===== config.mk =====
export PLATFORM = sky130hd
export DESIGN_NAME = pwr_gated_buf_bank
export DESIGN_NICKNAME = d
export VERILOG_FILES = /design/src/rtl/pwr_buf_pkg.sv /design/src/rtl/pwr_seq_fsm.sv /design/src/rtl/pwr_gated_buf_bank.sv
export SDC_FILE = /design/constraint.sdc
export NUM_CORES = 1
export LEC_CHECK = 0
export BUFFER_PORTS_ARGS = -buffer_cell sky130_fd_sc_hd__buf_4
export CAP_MARGIN = 25
export CORE_UTILIZATION = 35
export CTS_CLUSTER_DIAMETER = 200
export DETAILED_ROUTE_END_ITERATION = 6
export REMOVE_ABC_BUFFERS = 1
export SYNTH_ARGS = -nofsm -noshare
export SYNTH_HDL_FRONTEND = slang
export SYNTH_SLANG_ARGS = --single-unit

===== constraint.sdc =====
create_clock -name clk_i -period 2 [get_ports clk_i]
set_input_delay 0.5 -clock clk_i [delete_from_list [all_inputs] [get_ports clk_i]]
set_output_delay 0.5 -clock clk_i [all_outputs]
set_load 0.05 [all_outputs]

===== src/rtl/pwr_buf_pkg.sv =====
// Shared types for the power-gated buffer bank: sequencer state encoding,
// the registered control bundle it drives, and the counter width helper.
package pwr_buf_pkg;

    typedef enum logic [2:0] {
        ST_OFF     = 3'd0,
        ST_PWRUP   = 3'd1,
        ST_RESTORE = 3'd2,
        ST_ON      = 3'd3,
        ST_SAVE    = 3'd4,
        ST_PWRDN   = 3'd5
    } pwr_state_e;

    typedef struct packed {
        logic pwr_en;
        logic iso;
        logic ret_save;
        logic ack;
        logic restore;
        logic clr;
    } seq_out_t;

    function automatic int cnt_width(input int up_cyc, input int dn_cyc);
        int m;
        m = (up_cyc > dn_cyc) ? up_cyc : dn_cyc;
        return $clog2(m + 1);
    endfunction

    // Control levels that hold for the whole time the sequencer sits in a state.
    function automatic seq_out_t seq_outs(input pwr_state_e s);
        seq_out_t o;
        o = '{pwr_en: 1'b0, iso: 1'b1, ret_save: 1'b0, ack: 1'b0,
              restore: 1'b0, clr: 1'b0};
        case (s)
            ST_PWRUP:   o.pwr_en = 1'b1;
            ST_RESTORE: begin o.pwr_en = 1'b1; o.restore = 1'b1; end
            ST_ON:      begin o.pwr_en = 1'b1; o.iso = 1'b0; o.ack = 1'b1; end
            ST_SAVE:    begin o.pwr_en = 1'b1; o.ret_save = 1'b1; o.clr = 1'b1; end
            default:    o.pwr_en = 1'b0;
        endcase
        return o;
    endfunction

endpackage


===== src/rtl/pwr_seq_fsm.sv =====
// Power sequencer for the gated buffer island: rail switch, isolation clamp
// and retention save/restore, with a shared down-counter for settle delays.
//
//   state   | meaning
//   OFF     | rail off, outputs clamped, waiting for pwr_req
//   PWRUP   | rail switched on, counting PWRUP_CYC settle cycles
//   RESTORE | one cycle: main registers reload from retention
//   ON      | domain live, isolation released, ack high
//   SAVE    | one cycle: retention captures main, clamp re-applied
//   PWRDN   | rail off, main state lost, counting PWRDN_CYC cycles
module pwr_seq_fsm
    import pwr_buf_pkg::*;
#(
    parameter int PWRUP_CYC = 8,
    parameter int PWRDN_CYC = 4
) (
    input  logic       clk_i,
    input  logic       rst_i,
    input  logic       pwr_req_i,
    output pwr_state_e state_o,
    output seq_out_t   outs_o
);

    localparam int CW = cnt_width(PWRUP_CYC, PWRDN_CYC);

    pwr_state_e    state;
    seq_out_t      outs;
    logic [CW-1:0] cnt;

    // Outputs are loaded together with the next state, so they are true flops
    // that change on the same edge as state_o.
    always_ff @(posedge clk_i) begin
        if (rst_i) begin
            state <= ST_OFF;
            outs  <= seq_outs(ST_OFF);
            cnt   <= '0;
        end else begin
            case (state)
                ST_OFF: begin
                    if (pwr_req_i) begin
                        state <= ST_PWRUP;
                        outs  <= seq_outs(ST_PWRUP);
                        cnt   <= CW'(PWRUP_CYC - 1);
                    end
                end
                ST_PWRUP: begin
                    if (cnt == '0) begin
                        state <= ST_RESTORE;
                        outs  <= seq_outs(ST_RESTORE);
                    end else begin
                        cnt <= cnt - 1'b1;
                    end
                end
                ST_RESTORE: begin
                    state <= ST_ON;
                    outs  <= seq_outs(ST_ON);
                end
                ST_ON: begin
                    if (!pwr_req_i) begin
                        state <= ST_SAVE;
                        outs  <= seq_outs(ST_SAVE);
                    end
                end
                ST_SAVE: begin
                    state <= ST_PWRDN;
                    outs  <= seq_outs(ST_PWRDN);
                    cnt   <= CW'(PWRDN_CYC - 1);
                end
                ST_PWRDN: begin
                    if (cnt == '0) begin
                        state <= ST_OFF;
                        outs  <= seq_outs(ST_OFF);
                    end else begin
                        cnt <= cnt - 1'b1;
                    end
                end
                default: begin
                    state <= ST_OFF;
                    outs  <= seq_outs(ST_OFF);
                    cnt   <= '0;
                end
            endcase
        end
    end

    assign state_o = state;
    assign outs_o  = outs;

endmodule


===== src/rtl/pwr_gated_buf_bank.sv =====
// NCH registered buffer channels inside a switchable power domain, each with a
// retention shadow, driven by the on-chip power sequencer.
module pwr_gated_buf_bank
    import pwr_buf_pkg::*;
#(
    parameter int NCH       = 4,
    parameter int WIDTH     = 16,
    parameter int PWRUP_CYC = 8,
    parameter int PWRDN_CYC = 4,
    parameter bit CLAMP_VAL = 1'b0
) (
    input  logic                 clk_i,
    input  logic                 rst_i,
    input  logic                 pwr_req_i,
    output logic                 pwr_ack_o,
    output logic                 pwr_en_o,
    output logic                 iso_o,
    output logic                 ret_save_o,
    input  logic [NCH-1:0]       valid_i,
    input  logic [NCH*WIDTH-1:0] data_i,
    output logic [NCH-1:0]       valid_o,
    output logic [NCH*WIDTH-1:0] data_o,
    output logic [2:0]           state_o
);

    pwr_state_e           state;
    seq_out_t             seq;
    logic [NCH-1:0]       valid_q;
    logic [NCH*WIDTH-1:0] main_flat;

    pwr_seq_fsm #(
        .PWRUP_CYC (PWRUP_CYC),
        .PWRDN_CYC (PWRDN_CYC)
    ) u_seq (
        .clk_i     (clk_i),
        .rst_i     (rst_i),
        .pwr_req_i (pwr_req_i),
        .state_o   (state),
        .outs_o    (seq)
    );

    for (genvar c = 0; c < NCH; c++) begin : g_ch
        logic [WIDTH-1:0] main_q;
        logic [WIDTH-1:0] ret_q;

        // Restore, clear and capture are mutually exclusive by state.
        always_ff @(posedge clk_i) begin
            if (rst_i) begin
                main_q <= '0;
                ret_q  <= '0;
            end else begin
                if (seq.restore)
                    main_q <= ret_q;
                else if (seq.clr)
                    main_q <= '0;
                else if (seq.ack && valid_i[c])
                    main_q <= data_i[c*WIDTH +: WIDTH];
                if (seq.ret_save)
                    ret_q <= main_q;
            end
        end

        assign main_flat[c*WIDTH +: WIDTH] = main_q;
    end

    always_ff @(posedge clk_i) begin
        if (rst_i)
            valid_q <= '0;
        else
            valid_q <= seq.ack ? valid_i : '0;
    end

    // Gate valid with the clamp so the last ON-cycle valid never leaks into SAVE.
    assign valid_o    = seq.iso ? '0 : valid_q;
    assign data_o     = seq.iso ? {(NCH*WIDTH){CLAMP_VAL}} : main_flat;
    assign pwr_ack_o  = seq.ack;
    assign pwr_en_o   = seq.pwr_en;
    assign iso_o      = seq.iso;
    assign ret_save_o = seq.ret_save;
    assign state_o    = state;

endmodule


==> results.json <==
{
  "status": "finished clean",
  "critical_path_cell_count": 3,
  "antenna_left": 0,
  "timing.critical_path.cells": "buf_4, nor2b_1, buf_4",
  "min_period_over_period": 0.956,
  "gr-total-overflow": 0,
  "cts-root-to-sink-buffers": 2,
  "postCtsResizedCells": 0,
  "fp-row-count": 47,
  "max_slew_violation_count": 0,
  "tritoncts_num_sinks": 144,
  "switching_share": 0.299,
  "yosys.area.top_type": "sky130_fd_sc_hd__dfxtp_1",
  "firstDrtPassIters": 4,
  "grtUsageTotal": 0.182,
  "area_delta_synth_final_pct": 30.8,
  "cts_setup_buffers": 0,
  "path_buf_inv": 2,
  "critPathMaxFanout": 25,
  "critical-path-slowest-cell": "sky130_fd_sc_hd__dfxtp_2",
  "synth_ff_type": "sky130_fd_sc_hd__dfxtp_1",
  "grt_antenna_before_repair": 0,
  "p_leak_nw": 3.08,
  "first_pass_grt_wire_length_mm": 25.9,
  "tritoncts": "yes",
  "fp.dieArea_um2": 18000,
  "layout_min_cycle_time_ns": 1.91,
  "initialDrtViolationCount": 359,
  "reg2regPathDepth": 5,
  "place.port_buffers": 145,
  "drcViolationCount": 0,
  "synth.distinct_cells": 38,
  "pwr-share-clk": 0.376,
  "setup-tns-final_ns": 0,
  "layout-drive-gt1-share": 0.253,
  "wl_per_cell_um": 15.7,
  "mappedNetlistArea_um2": 6110,
  "power_frac_seq": 0.400,
  "power_density_nw_per_um2": 1120,
  "antenna_cells_inserted": 0,
  "int_power_w": 0.00625,
  "setup_viol_count_final": 0,
  "core_area_um2": 16800,
  "max-vdd-ir-drop_uv": 588,
  "min-delay-path-class": "in2reg",
  "floorplan.initialDensity": 0.363,
  "timing_hold_violations_final": 0,
  "maxClockFrequency_ghz": 0.523,
  "synthesis.instances": 665,
  "cp.required_ns": 1.50,
  "synth_top_area_share": 0.472,
  "postSynth.asyncResetShare": 0,
  "slowest_delay_ns": 0.37,
  "placement.cell_area_um2": 7360,
  "regToRegSetupSlack_ns": 0.20,
  "synth_sequential_area_ratio": 0.472,
  "first_global_vias": 5219,
  "crit_path_end_kind": "primary output",
  "die_h_um": 134,
  "routed-via-count": 5233,
  "synth_edf_count": 0,
  "wl_mm": 16.0,
  "clk_pin_slew_worst_paths_ns": 0.06,
  "die_w_um": 134,
  "cp_data_arrival_time_ns": 1.41,
  "timing.setup.critical_path_class": "reg2out",
  "synthTopCellsByArea": "sky130_fd_sc_hd__dfxtp_1 47%, sky130_fd_sc_hd__mux2i_1 11%, sky130_fd_sc_hd__nor2_1 8.6%, sky130_fd_sc_hd__a22oi_1 8.0%, sky130_fd_sc_hd__a211oi_1 7.9%",
  "clock_latency_ns": 0.41,
  "worst_path_dominant_cell_family": "buffers and inverters",
  "relSlewSlack": 0.446,
  "synth-warning-count": 0,
  "synth.avg_cell_area_um2": 9.19,
  "rsz0062_at_grt": "no",
  "comb_power_share": 0.224,
  "critPathLaunchType": "flop",
  "net-switching-power_w": 0.00267,
  "route.detailed.vias_per_inst": 5.14,
  "place.gp.congestion": 0.834,
  "maxCapViolCount": 0,
  "cts_root_buf": "sky130_fd_sc_hd__clkbuf_16",
  "hold_buffers": 0,
  "post_synth_most_frequent_cells": "144 x sky130_fd_sc_hd__dfxtp_1, 140 x sky130_fd_sc_hd__nor2_1, 69 x sky130_fd_sc_hd__nor2b_1",
  "cts_htree_levels": 4,
  "final_cell_area_um2": 7990,
  "dp.final_hpwl_mm": 10.4,
  "tightest_slew_ns": 0.832,
  "clock_buffer_count_from_cts": 17,
  "ioPinCount": 146,
  "cpMostUsedCell": "sky130_fd_sc_hd__buf_4",
  "yosysMostFrequentCell": "sky130_fd_sc_hd__dfxtp_1",
  "final_setup_skew_ns": 0.00835,
  "min_path_cells": 3,
  "postSynthRegisterBits": 144,
  "fin_nets": 859,
  "grt_max_degree": 77
}
==> metal layers <==
| metal | part of all wire | vias to the layer above | global-route usage | wire [um] |
|---|---|---|---|---|
| met3 | 0.044 | 23 | 0.0397 | 711 |
| met1 | 0.47 | 2468 | 0.235 | 7510 |
| met4 | 0.015 | 0 | 0.0755 | 237 |
| met2 | 0.47 | 161 | 0.294 | 7540 |
| met5 | 0 | - | 0 | 0 |
| li1 | - | 2581 | - | - |
==> stage by stage <==
stage | hold WS, ns | setup slack, ns | power, W | std cells | util
after floorplan | 0.447 | -3.16 | 0.00488 | 605 | -
after global placement | 0.474 | 0.382 | 0.00552 | 987 | 0.438
after detailed placement | 0.486 | 0.263 | 0.00562 | 987 | 0.438
after CTS | 0.317 | 0.0505 | 0.00901 | 1019 | 0.475
after global routing | 0.365 | 0.0154 | 0.00940 | 1019 | 0.475
final | 0.337 | 0.0887 | 0.00892 | 1019 | 0.475
==> flip-flops by register name, indices dropped and copies added, names as in the netlist <==
name           count
g_ch.main_q       64
g_ch.ret_q        64
u_seq.outs_o       5
u_seq.cnt          4
valid_q            4
u_seq.state_o      3
==> cells by family (layout without fill, tap and decap cells) <==
kind of cell               Yosys count  after routing  share of synthesized area
DFF                                144            144                      0.472
adders and majority gates            2              2                    0.00409
buffers and inverters               64            198                     0.0500
and+or+nand+nor                    236            236                      0.180
AOI/OAI and AO/OA                  154            154                      0.188
muxes                               65             65                      0.106
==> final timing paths <==
kind                          from          endpoint
hold reg to reg   g_ch[0].ret_q[0]  g_ch[0].ret_q[0]
setup / recovery   u_seq.outs_o[4]         data_o[8]
setup reg to reg      u_seq.cnt[0]   u_seq.outs_o[1]
hold / removal          valid_i[1]        valid_q[1]
==> power by group through the flow <==
stage	Clock [W]	Combinational (W)	Sequential, W
5_1_grt	0.00360	0.00218	0.00362
6_report	0.00336	0.00200	0.00357
3_5_place_dp	0	0.00199	0.00362
3_3_place_gp	0	0.00193	0.00359
2_1_floorplan	0	0.00120	0.00369
4_1_cts	0.00344	0.00200	0.00356
==> tightest hold or removal path, delay by kind of cell <==
| family | cells | cell delay [ns] |
|---|---|---|
| simple gates | 2 | 0.13 |
| buf+inv | 1 | 0.08 |
==> cells in the final DEF, fill, tap and decap left out, types with 3 or more instances in the layout <==
cell and instances:
sky130_fd_sc_hd__clkbuf_8 3, sky130_fd_sc_hd__buf_4 159, sky130_fd_sc_hd__inv_1 4, sky130_fd_sc_hd__nor2b_1 69, sky130_fd_sc_hd__clkinv_2 3, sky130_fd_sc_hd__a21oi_1 7
sky130_fd_sc_hd__o21ai_0 5, sky130_fd_sc_hd__bufinv_16 4, sky130_fd_sc_hd__buf_12 3, sky130_fd_sc_hd__dfxtp_1 141, sky130_fd_sc_hd__a211oi_1 64, sky130_fd_sc_hd__mux2i_1 65
sky130_fd_sc_hd__nor2_1 140, sky130_fd_sc_hd__clkbuf_16 17, sky130_fd_sc_hd__nand2_1 14, sky130_fd_sc_hd__a22oi_1 65
==> area by class of cell <==
type / count / area (um^2)
flip-flops and latches: 144 / 2890
clock inverters: 10 / 156
clock buffers: 22 / 474
multi-input cells: 457 / 2930
inverters: 4 / 15.0
repair buffers: 162 / 1250
well taps: 220 / 275
fillers: 1592 / 8830
Power figures use the tool's default switching activity.
